## src/rtl/bp_pkg.sv

```systemverilog
`default_nettype none
// ------------------------------------------------------------------
// bp_pkg : shared types and constants for branch-resolution control
// Rev 1.0
// ------------------------------------------------------------------
package bp_pkg;

  typedef enum logic [1:0] {
    RUN     = 2'd0,
    RECOVER = 2'd1,
    HOLD    = 2'd2
  } bpState_t;

  typedef struct packed {
    logic [31:0] pc;
    logic        taken;
    logic [31:0] target;
  } bpEntry_t;

  localparam logic [31:0] PC_INC = 32'd4;

endpackage
`default_nettype wire

```

## src/rtl/bp_inflight_fifo.sv

```systemverilog
`default_nettype none
// ------------------------------------------------------------------
// bp_inflight_fifo : in-order queue of predicted branches awaiting resolution
// Rev 1.0
// ------------------------------------------------------------------
module bp_inflight_fifo
  import bp_pkg::*;
#(
  parameter int DEPTH = 4
) (
  input  logic                     clk,
  input  logic                     rst,
  input  logic                     push,
  input  bpEntry_t                 pushEntry,
  input  logic                     pop,
  input  logic                     flush,
  output bpEntry_t                 head,
  output logic [$clog2(DEPTH):0]   count
);

  localparam int AW = $clog2(DEPTH);
  localparam logic [AW-1:0] c_ptrOne = 1;
  localparam logic [AW:0]   c_cntOne = 1;

  bpEntry_t      r_mem [DEPTH];
  logic [AW-1:0] r_wrPtr;
  logic [AW-1:0] r_rdPtr;
  logic [AW:0]   r_count;

  // Flush outranks push/pop so a push in the flush cycle is lost.
  always_ff @(posedge clk or posedge rst) begin
    if (rst) begin
      r_wrPtr <= '0;
      r_rdPtr <= '0;
      r_count <= '0;
    end else if (flush) begin
      r_wrPtr <= '0;
      r_rdPtr <= '0;
      r_count <= '0;
    end else begin
      if (push) r_wrPtr <= r_wrPtr + c_ptrOne;
      if (pop)  r_rdPtr <= r_rdPtr + c_ptrOne;
      case ({push, pop})
        2'b10:   r_count <= r_count + c_cntOne;
        2'b01:   r_count <= r_count - c_cntOne;
        default: r_count <= r_count;
      endcase
    end
  end

  always_ff @(posedge clk) begin
    if (push && !flush) r_mem[r_wrPtr] <= pushEntry;
  end

  assign head  = r_mem[r_rdPtr];
  assign count = r_count;

endmodule
`default_nettype wire

```

## src/rtl/bp_resolve_ctrl.sv

```systemverilog
`default_nettype none
// ------------------------------------------------------------------
// bp_resolve_ctrl : resolves predicted branches, trains the predictor, recovers on mispredict
// Rev 1.0
// ------------------------------------------------------------------
module bp_resolve_ctrl
  import bp_pkg::*;
#(
  parameter int DEPTH    = 4,
  parameter int HOLD_CYC = 2
) (
  input  logic                     clk,
  input  logic                     rst,
  input  logic                     push_valid,
  input  logic [31:0]              push_pc,
  input  logic [31:0]              push_target,
  input  logic                     push_taken,
  output logic                     push_ready,
  input  logic                     res_valid,
  input  logic                     res_taken,
  input  logic [31:0]              res_target,
  output logic                     redirect_valid,
  output logic [31:0]              redirect_pc,
  output logic                     flushD,
  output logic                     flushE,
  output logic                     flushM,
  output logic                     upd_valid,
  output logic [31:0]              upd_pc,
  output logic                     upd_taken,
  output logic                     upd_mis,
  output logic [$clog2(DEPTH):0]   count,
  output logic                     err_underflow
);

  localparam int CW = $clog2(DEPTH) + 1;
  localparam logic [CW-1:0] c_depth    = CW'(DEPTH);
  localparam logic [CW-1:0] c_zero     = '0;
  localparam logic [3:0]    c_holdInit = 4'(HOLD_CYC - 1);

  bpState_t      r_state;
  bpState_t      w_stateNext;
  logic [3:0]    r_holdCnt;
  logic [3:0]    w_holdNext;
  bpEntry_t      w_head;
  bpEntry_t      w_pushEntry;
  logic [CW-1:0] w_count;
  logic          w_run;
  logic          w_pop;
  logic          w_push;
  logic          w_headMis;
  logic          w_mis;
  logic [31:0]   r_redirectPc;
  logic          r_errUnderflow;

  assign w_run       = !rst && (r_state == RUN);
  assign w_pop       = w_run && res_valid && (w_count != c_zero);
  assign w_headMis   = (res_taken != w_head.taken) ||
                       (res_taken && (res_target != w_head.target));
  assign w_mis       = w_pop && w_headMis;
  assign w_push      = push_valid && push_ready;
  assign w_pushEntry = '{pc: push_pc, taken: push_taken, target: push_target};

  bp_inflight_fifo #(
    .DEPTH (DEPTH)
  ) u_fifo (
    .clk       (clk),
    .rst       (rst),
    .push      (w_push),
    .pushEntry (w_pushEntry),
    .pop       (w_pop),
    .flush     (w_mis),
    .head      (w_head),
    .count     (w_count)
  );

  always_ff @(posedge clk or posedge rst) begin
    if (rst) begin
      r_state   <= RUN;
      r_holdCnt <= '0;
    end else begin
      r_state   <= w_stateNext;
      r_holdCnt <= w_holdNext;
    end
  end

  always_comb begin
    w_stateNext = r_state;
    w_holdNext  = r_holdCnt;
    case (r_state)
      RUN: begin
        if (w_mis) w_stateNext = RECOVER;
      end
      RECOVER: begin
        w_stateNext = HOLD;
        w_holdNext  = c_holdInit;
      end
      HOLD: begin
        if (r_holdCnt == 4'd0) w_stateNext = RUN;
        else                   w_holdNext  = r_holdCnt - 4'd1;
      end
      default: w_stateNext = RUN;
    endcase
  end

  always_comb begin
    push_ready     = w_run && ((w_count < c_depth) || w_pop);
    redirect_valid = (r_state == RECOVER);
    flushD         = (r_state == RECOVER);
    flushE         = (r_state == RECOVER);
    flushM         = (r_state == RECOVER);
    upd_valid      = w_pop;
    upd_pc         = w_head.pc;
    upd_taken      = res_taken;
    upd_mis        = w_mis;
  end

  // Correction PC is captured at the mispredict edge and then held.
  always_ff @(posedge clk or posedge rst) begin
    if (rst) begin
      r_redirectPc   <= '0;
      r_errUnderflow <= 1'b0;
    end else begin
      if (w_mis)
        r_redirectPc <= res_taken ? res_target : (w_head.pc + PC_INC);
      if (w_run && res_valid && (w_count == c_zero))
        r_errUnderflow <= 1'b1;
    end
  end

  assign redirect_pc   = r_redirectPc;
  assign err_underflow = r_errUnderflow;
  assign count         = w_count;

endmodule
`default_nettype wire
```

## config.mk

```make
export PLATFORM = sky130hd
export DESIGN_NAME = bp_resolve_ctrl
export DESIGN_NICKNAME = d
export VERILOG_FILES = /design/src/rtl/bp_pkg.sv /design/src/rtl/bp_inflight_fifo.sv /design/src/rtl/bp_resolve_ctrl.sv
export SDC_FILE = /design/constraint.sdc
export NUM_CORES = 1
export LEC_CHECK = 0
export BUFFER_PORTS_ARGS = -buffer_cell sky130_fd_sc_hd__buf_2
export CAP_MARGIN = 10
export CORE_MARGIN = 2
export CORE_UTILIZATION = 60
export DETAILED_ROUTE_END_ITERATION = 7
export GPL_TIMING_DRIVEN = 0
export PLACE_DENSITY = 0.84
export SYNTH_ARGS = -nofsm -noshare
export SYNTH_HDL_FRONTEND = slang
export SYNTH_HIERARCHICAL = 1
export SYNTH_SLANG_ARGS = --single-unit
export TNS_END_PERCENT = 20
```

## constraint.sdc

```tcl
create_clock -name clk -period 9.48 [get_ports clk]
set_input_delay 0.474 -clock clk [delete_from_list [all_inputs] [get_ports clk]]
set_output_delay 0.474 -clock clk [all_outputs]
set_load 0.03 [all_outputs]
```

# Yosys cells after proc, flatten, opt, wreduce, memory -nomap -nowiden

Memories as Yosys holds them, arrays and structs flattened.
Index checks and enable logic that the tools add are counted.

Add/sub/neg operators: 6
$lt $le $gt $ge: 1
Equal/unequal tests: 9
Multiplexer cells: 14
Reduce and logical (&&, ||, !) cells: 23

Operators with widths:

| cell                                                | count |
|---|---|
| adder 32 x 3 -> 32 bit, second input constant       | 1 |
| 2-to-1 mux 32 bit                                   | 1 |
| inequality test 32 bit                              | 1 |
| 2-to-1 mux 2 bit                                    | 6 |
| logical AND 1 bit                                   | 9 |
| one-hot mux 4 bit (2 select lines)                  | 1 |
| one-hot mux 2 bit (3 select lines)                  | 1 |
| one-hot mux 3 bit (2 select lines)                  | 1 |
| nonzero test 2 bit                                  | 3 |
| nonzero test 3 bit                                  | 2 |
| adder 2 x 1 -> 2 bit, second input constant         | 2 |
| equality test 2 x 1 -> 1 bit, second input constant | 2 |
| equality test 2 bit, second input constant          | 2 |
| zero test 4 bit                                     | 1 |
| 2-to-1 mux 4 bit                                    | 1 |
| inequality test 2 bit, second input constant        | 2 |
| AND reduction 2 bit                                 | 2 |
| subtractor 4 x 1 -> 4 bit, second input constant    | 1 |
| adder 3 x 1 -> 3 bit, second input constant         | 1 |
| zero test 3 bit                                     | 1 |
| < comparator 3 bit, second input constant           | 1 |
| 2-to-1 mux 3 bit                                    | 1 |
| subtractor 3 x 1 -> 3 bit, second input constant    | 1 |
| zero test 1 bit                                     | 2 |
| other kinds (5)                                     | 7 |

Flip-flop bits (word level): 46
RAM bits: 260
Input port bits: 102
Word-level logic and storage cells: 61
Memories kept: 1

Memory list:

| name         | words | width | rd ports | clocked after memory_dff | wr ports | line                   | source |
|---|---|---|---|---|---|---|---|
| u_fifo.r_mem | 4     | 65    | 1        | 0                        | 1        | bp_inflight_fifo.sv:25 | `bpEntry_t r_mem [DEPTH];` |

# Depth between registers and ports, before layout

Gate-level depths: netlist of the first run.

Word-level depth: 10
Depth in mapped cells: 12

# Cells and area by module

Netlist of the first run, hierarchy kept.

Modules (own cells, without submodules):

| module           | times used | cells each | area an instance (µm²) | sequential area each (µm²) |
|---|---|---|---|---|
| bp_inflight_fifo | 1          | 382        | 9844.4                 | 7982.7 |
| bp_resolve_ctrl  | 1          | 311        | 2871.5                 | 975.9 |

# Worst setup path after synthesis of the first run

No wires, ideal clock.

Path type: register to register
Start point: register u_fifo.r_rdPtr[0]
End point: memory u_fifo/r_mem[0][0] (netlist bit) (enable)
Arrival: 4.200 ns
Data required time: 9.050 ns
Slack: 4.850 ns
Stages on the path, launching flop included: 13
Path buffers: 4
Clock period less this slack: 4.630 ns
Cells stage by stage: dfrtp_1 -> buf_6 -> buf_4 -> mux4_2 -> xor2_1 -> nor4_1 -> nand4_1 -> nor3_1 -> nor2_1 -> buf_2 -> clkbuf_1 -> nor2b_1 -> and2_1

RTL lines:

| item                     | line                   | source |
|---|---|---|
| start: declaration       | bp_inflight_fifo.sv:27 | `logic [AW-1:0] r_rdPtr;` |
| start signal: assignment | bp_inflight_fifo.sv:42 | `if (pop) r_rdPtr <= r_rdPtr + c_ptrOne;` |
| end: declaration         | bp_inflight_fifo.sv:25 |  |

==> results.toml, run 1 <==
[layout]
nNetsFinal = 1014
area_growth_pct = 17.9
layout-drive-gt1-share_pct = 38.9

[logic_synthesis]
synth.distinct_cells = 44
syn_area_um2 = 12700
yosys_warnings = 6
ys.flop_type = "edfxtp_1"
async_reset_ff_share_pct = 15.0
syn-mean-instance-area_um2 = 18.3
ys_ff_latch = 306
synth_edf_count = 260
synth_nets = 802
yosysSeqAreaShare_pct = 70.5
synth_cells = 693

[clocking]
clkTransAtPathRegs_ns = 0.06
cts_tree = "yes"
postCtsHoldBufs = 1
cts_buffer_depth = 3
cts_resized = 0
postCtsSetupRepairBufs = 0
cts.sinks = 306
numCtsBuffers = 29
cts-root-buf = "clkbuf_16"
clk_latency_ns = 0.56
htree_levels = 1

[status]
status = "completed"

[placement]
pre_cts_ws_ns = 4.60
place.gp.congestion = 0.825
io_buffers = 176
dpl.hpwl_um = 19700

[routing]
first_pass_iters = 5
ant_nets = 0
routed_wl_um = 28900
drc = 0
vias_per_cell = 5.95
vias = 7170
wire_per_inst_um = 23.9
drtIter0Drc = 504

[hold_path]
hold-path-cell-count = 1
worstHoldPathType = "in -> reg"

[critical_path]
worst-setup-path-type = "reg -> reg"
start_kind = "register"
critPathCaptureType = "register"
critPathMaxStageDelay_ns = 0.53
cp_data_arrival_time_ns = 5.00
path_cells = "buf_2 > buf_2 > mux4_2 > xor2_1 > nor4_1 > nand4_1 > nor3_1 > nor2_1 > buf_2 > clkbuf_1 > nor2b_1 > and2_4 > buf_12"
worstPathMaxFanout = 35
r2r_cells = 13
crit_slowest_cell = "and2_4"
required_ns = 9.71
cpMostUsedCell = "buf_2"

[floorplan]
die_x_um = 150
num_rows = 53
io_pins = 178
fp.dieH_um = 150
die_area_um2 = 22400
core_um2 = 20900
initial_utilization_pct = 60.9

[grt]
grt.overflow.total = 0
track_usage_pct = 26.2
grt_max_degree = 40
grt_pass1_wl_um = 42900
grt_pass1_vias = 7420
antenna_found_initial = 2

[pwr]
cellLeakagePower_nw = 5.44
power.density_nw_per_um2 = 294
ir_drop_v = 0.000183

[timing]
hold_viol = 0
fin_crit_ns = 4.77
finClkSkew_ns = 0.0245
timing.final.ws_setup_ns = 4.71
clock.fmax_ghz = 0.210
fin_tns_setup_ns = 0
setup_viol = 0
slew_headroom_pct = 40.7
period_share_pct = 50.3
rsz0062_at_grt = "no"
worstMarginPinSlew_ns = 0.888
final_max_slew_viol_count = 0

[job]
maxCapViolCount = 0
-- cells in the final DEF, fill, tap and decap left out, types with 18 or more instances in the layout --
master,instances
nor2_1,21
o21ai_0,28
nand2_1,43
xnor2_1,24
buf_2,185
clkbuf_16,29
mux2_2,34
edfxtp_1,260
mux4_2,65
xor2_1,41
dfrtp_1,46
clkbuf_1,18
-- cell usage after synthesis (3+ instances only) --
cell | n | area [um2]
and4_1 | 3 | 26.3
clkbuf_1 | 10 | 37.5
xor2_1 | 41 | 359
ha_1 | 6 | 75.1
inv_1 | 13 | 48.8
dfrtp_1 | 46 | 1150
nand4_1 | 5 | 31.3
buf_4 | 7 | 52.6
nor2_1 | 21 | 78.8
mux2_2 | 34 | 383
buf_2 | 9 | 45.0
and2_1 | 5 | 31.3
nand3_1 | 12 | 60.1
nor3_1 | 12 | 60.1
nor4_1 | 8 | 50.1
o21ai_0 | 28 | 140
xnor2_1 | 24 | 210
nand2_1 | 43 | 161
mux2i_1 | 4 | 40.0
mux4_2 | 65 | 1460
buf_12 | 4 | 80.1
edfxtp_1 | 260 | 7810
-- worst paths after layout --
path                              startpoint                   to  slack [ns]
setup / recovery           u_fifo/r_rdPtr[1]  u_fifo/r_mem[2][37]        4.71
hold / removal               push_target[17]  u_fifo/r_mem[1][17]        0.13
setup reg to reg           u_fifo/r_rdPtr[1]  u_fifo/r_mem[2][37]        4.71
hold reg to reg                err_underflow        err_underflow        0.49
max in group asynchronous                rst       redirect_pc[1]        8.22
min in group asynchronous                rst    u_fifo/r_rdPtr[0]        0.43
-- per-stage QoR --
stage,power [W],hold slack (ns),cell area (um2),std cells,utilization (%)
4_1_cts,0.00443,0.104,15000,1203,71.8
2_1_floorplan,0.00283,0.277,12700,693,-
3_3_place_gp,0.00325,0.445,13900,1144,66.7
6_report,0.00441,0.125,15000,1205,71.8
3_5_place_dp,0.00328,0.455,14000,1148,67.2
5_1_grt,0.00459,0.104,15000,1205,71.8
-- routing by layer --
metal | global-route usage, % | wire length [um] | share of wire (%) | vias up
met2 | 42.9 | 14200 | 49 | 364
met3 | 5.82 | 2740 | 9.5 | 68
met4 | 8.19 | 748 | 2.6 | 0
met1 | 35.8 | 11200 | 39 | 3600
li1 | - | - | - | 3138
met5 | 0 | 0 | 0 | -
-- final cells by class --
cell class / count / area (um2)
plain buffers: 32 / 238
well taps: 275 / 344
flip-flops and latches: 306 / 8960
diodes: 2 / 5.00
fillers: 1281 / 5890
multi-input cells: 342 / 3480
clock buffers: 43 / 838
repair buffers: 181 / 978
inverters: 13 / 48.8
clock inverters: 11 / 106
-- sequential cells by signal, summed over array words and instances, names as in the netlist --
signal,flops
u_fifo/r_mem,260
u_fifo/count,3
redirect_pc,32
u_fifo/r_rdPtr,2
u_fifo/r_wrPtr,2
r_state,2
r_holdCnt,4
err_underflow,1
-- power by group --
group	total (W)	internal, W	switching (W)
Clock	0.00115	0.000664	0.000483
Combinational	0.00153	0.000594	0.000936
Sequential	0.00173	0.00164	0.0000899
Total	0.00441	0.00290	0.00151
-- cells by family (layout without fill, tap and decap cells) --
logic type | Yosys count | in the layout | synth area share [%]
DFF | 306 | 306 | 70.5
adders and majority gates | 7 | 7 | 0.748
muxes | 105 | 105 | 15.0
xor gates and xnor gates | 65 | 65 | 4.48
other | 0 | 2 | 0
and+or+nand+nor | 130 | 130 | 5.60
AOI/OAI and AO/OA | 35 | 35 | 1.46
buffers and inverters | 45 | 280 | 2.25
-- critical path: cells and delay by family, from the launching register on --
| kind | cells | cell delay (ns) |
|---|---|---|
| simple gates | 6 | 2.01 |
| mux | 1 | 0.36 |
| flops | 1 | 0.37 |
| buf+inv | 5 | 1.50 |
| xor+xnor | 1 | 0.18 |
No activity file was read; power rests on OpenSTA's default activity.
==> inputs of run 2 (changes only) <==
- CORE_UTILIZATION: 60 -> 57
- PLACE_DENSITY: 0.84 -> 0.8
- clock period: 9.48 -> 4.9 ns (I/O delays scaled with it)
==> run 2 against run 1 <==
Net effect:
- clock power grew 110%
- critical path type unchanged
- combinational power grew 98%
- critical endpoint is now u_fifo/r_mem[1][45]
- critical path depth is the same
- core utilization grew 0.37 points
- die area grew 5.1%
- setup slack lost 4.4 ns
- largest power group unchanged
- first-iteration DRC count grew 29%
- via count grew 4.3%
==> results.toml, run 2 (same netlist as run 1, synthesis figures left out) <==
[clocking]
cts_tree = "yes"
clk_latency_ns = 0.55
cts_buffer_depth = 3
numCtsBuffers = 30
clkTransAtPathRegs_ns = 0.06
htree_levels = 1
cts-root-buf = "clkbuf_16"
cts.sinks = 306

[timing]
slew_headroom_pct = 51.0
fin_tns_setup_ns = 0
timing.final.ws_setup_ns = 0.285
period_share_pct = 94.2
rsz0062_at_grt = "no"
holdWs_ns = 0.0765
fin_crit_ns = 4.61
finClkSkew_ns = 0.0104
hold_viol = 0
worstMarginPinSlew_ns = 0.736
setup_viol = 0
clock.fmax_ghz = 0.217
final_max_slew_viol_count = 0

[routing]
first_pass_iters = 5
ant_nets = 0
drtIter0Drc = 651
vias = 7476
drc = 0
routed_wl_um = 30000
wire_per_inst_um = 23.5
vias_per_cell = 5.86

[critical_path]
critPathBufInv = 5
critPathLaunch = "u_fifo/r_rdPtr[1]"
worst-setup-path-type = "reg -> reg"
critPathMaxStageDelay_ns = 0.45
r2r-start = "u_fifo/r_rdPtr[1]"
worst_path_dominant_cell_family = "simple AND/OR/NAND/NOR gates"
crit_slowest_cell = "nor4_2"
cpMostUsedCell = "buf_2"
critPathCaptureType = "register"
required_ns = 5.12
start_kind = "register"
worstPathMaxFanout = 49
cp_data_arrival_time_ns = 4.83
path_cells = "buf_2 > buf_2 > mux4_2 > xor2_1 > nor4_2 > nand4_1 > nor3_1 > nor2_1 > buf_2 > clkbuf_1 > nor2b_2 > and2_4 > buf_16"

[pwr]
ir_drop_v = 0.000433
cellLeakagePower_nw = 5.77
power.density_nw_per_um2 = 553

[layout]
most-common-layout-cells = "edfxtp_1 (260), buf_2 (185), dlygate4sd3_1 (67), mux4_2 (65), dfrtp_1 (46)"
largest_reg_flops = 260
multi_input_area_um2 = 3500
final_common_cell = "edfxtp_1"
final_util_pct = 72.2
nNetsFinal = 1083
layout-drive-gt1-share_pct = 36.6
fillers = 1367
final_area_um2 = 15800
regMostFlops = "u_fifo/r_mem"
area_growth_pct = 24.2
ff_latch_area_um2 = 8960
diodes = 0

[placement]
place.gp.congestion = 0.793
dpl.hpwl_um = 20000
placed_area_um2 = 14100
io_buffers = 176
pre_cts_ws_ns = -0.0846

[floorplan]
core_um2 = 21900
die_x_um = 153
initial_utilization_pct = 58.1
num_rows = 54
fp.dieH_um = 153
die_area_um2 = 23500
io_pins = 178

[grt]
grt_pass1_wl_um = 45500
grt_pass1_vias = 7775
grt.overflow.total = 0
antenna_found_initial = 0
grt_max_degree = 55
track_usage_pct = 25.6

[hold_path]
worstHoldPathType = "in -> reg"
hp-start = "res_target[31]"

[status]
status = "completed"

[job]
maxCapViolCount = 0
## run 2: tightest hold or removal path, cell delays in order
cell	delay, ns
buf_2	0.09
mux2_2	0.14
mux2_1	0.11
## run 2: per-stage QoR
step,power (W),std cells
6_report,0.00874,1276
5_1_grt,0.00907,1276
4_1_cts,0.00876,1275
3_5_place_dp,0.00634,1154
3_3_place_gp,0.00627,1149
2_1_floorplan,0.00547,693
## run 2: metal layers
layer	part of all wire [%]	track usage [%]	up-vias
li1	-	-	3263
met5	0	0	-
met4	2.2	5.59	0
met1	40	36.2	3782
met3	9.6	6.07	55
met2	48	41.3	376
## run 2: final timing paths
check	endpoint	slack (ns)	cells past startpoint
setup reg to reg	u_fifo/r_mem[1][45]	0.29	13
min in group asynchronous	u_fifo/r_rdPtr[0]	0.21	3
hold / removal	redirect_pc[31]	0.08	3
max in group asynchronous	redirect_pc[10]	4.18	4
hold reg to reg	err_underflow	0.47	1
setup / recovery	u_fifo/r_mem[1][45]	0.29	13
## run 2: final cells by class
type,count,area share (%)
Sequential cell,306,56.7
Multi-Input combinational cell,343,22.1
Timing Repair Buffer,248,10.6
Clock buffer,39,5.23
Tap cell,280,2.22
Buffer,32,1.50
Clock inverter,15,1.25
Inverter,13,0.309
## run 2: where the power goes
| part | switching (W) | internal (W) | total (W) |
|---|---|---|---|
| registers | 0.000157 | 0.00318 | 0.00333 |
| logic | 0.00184 | 0.00119 | 0.00303 |
| clock network | 0.000935 | 0.00144 | 0.00238 |
## run 2: what timing repair did
item	CTS	global route
buffers inserted	0	0
endpoints found under the hold margin	289	0
resized for setup	1	1
hold buffers	67	0
setup endpoints to repair	200	54
pin swaps	0	1
cloned	0	1
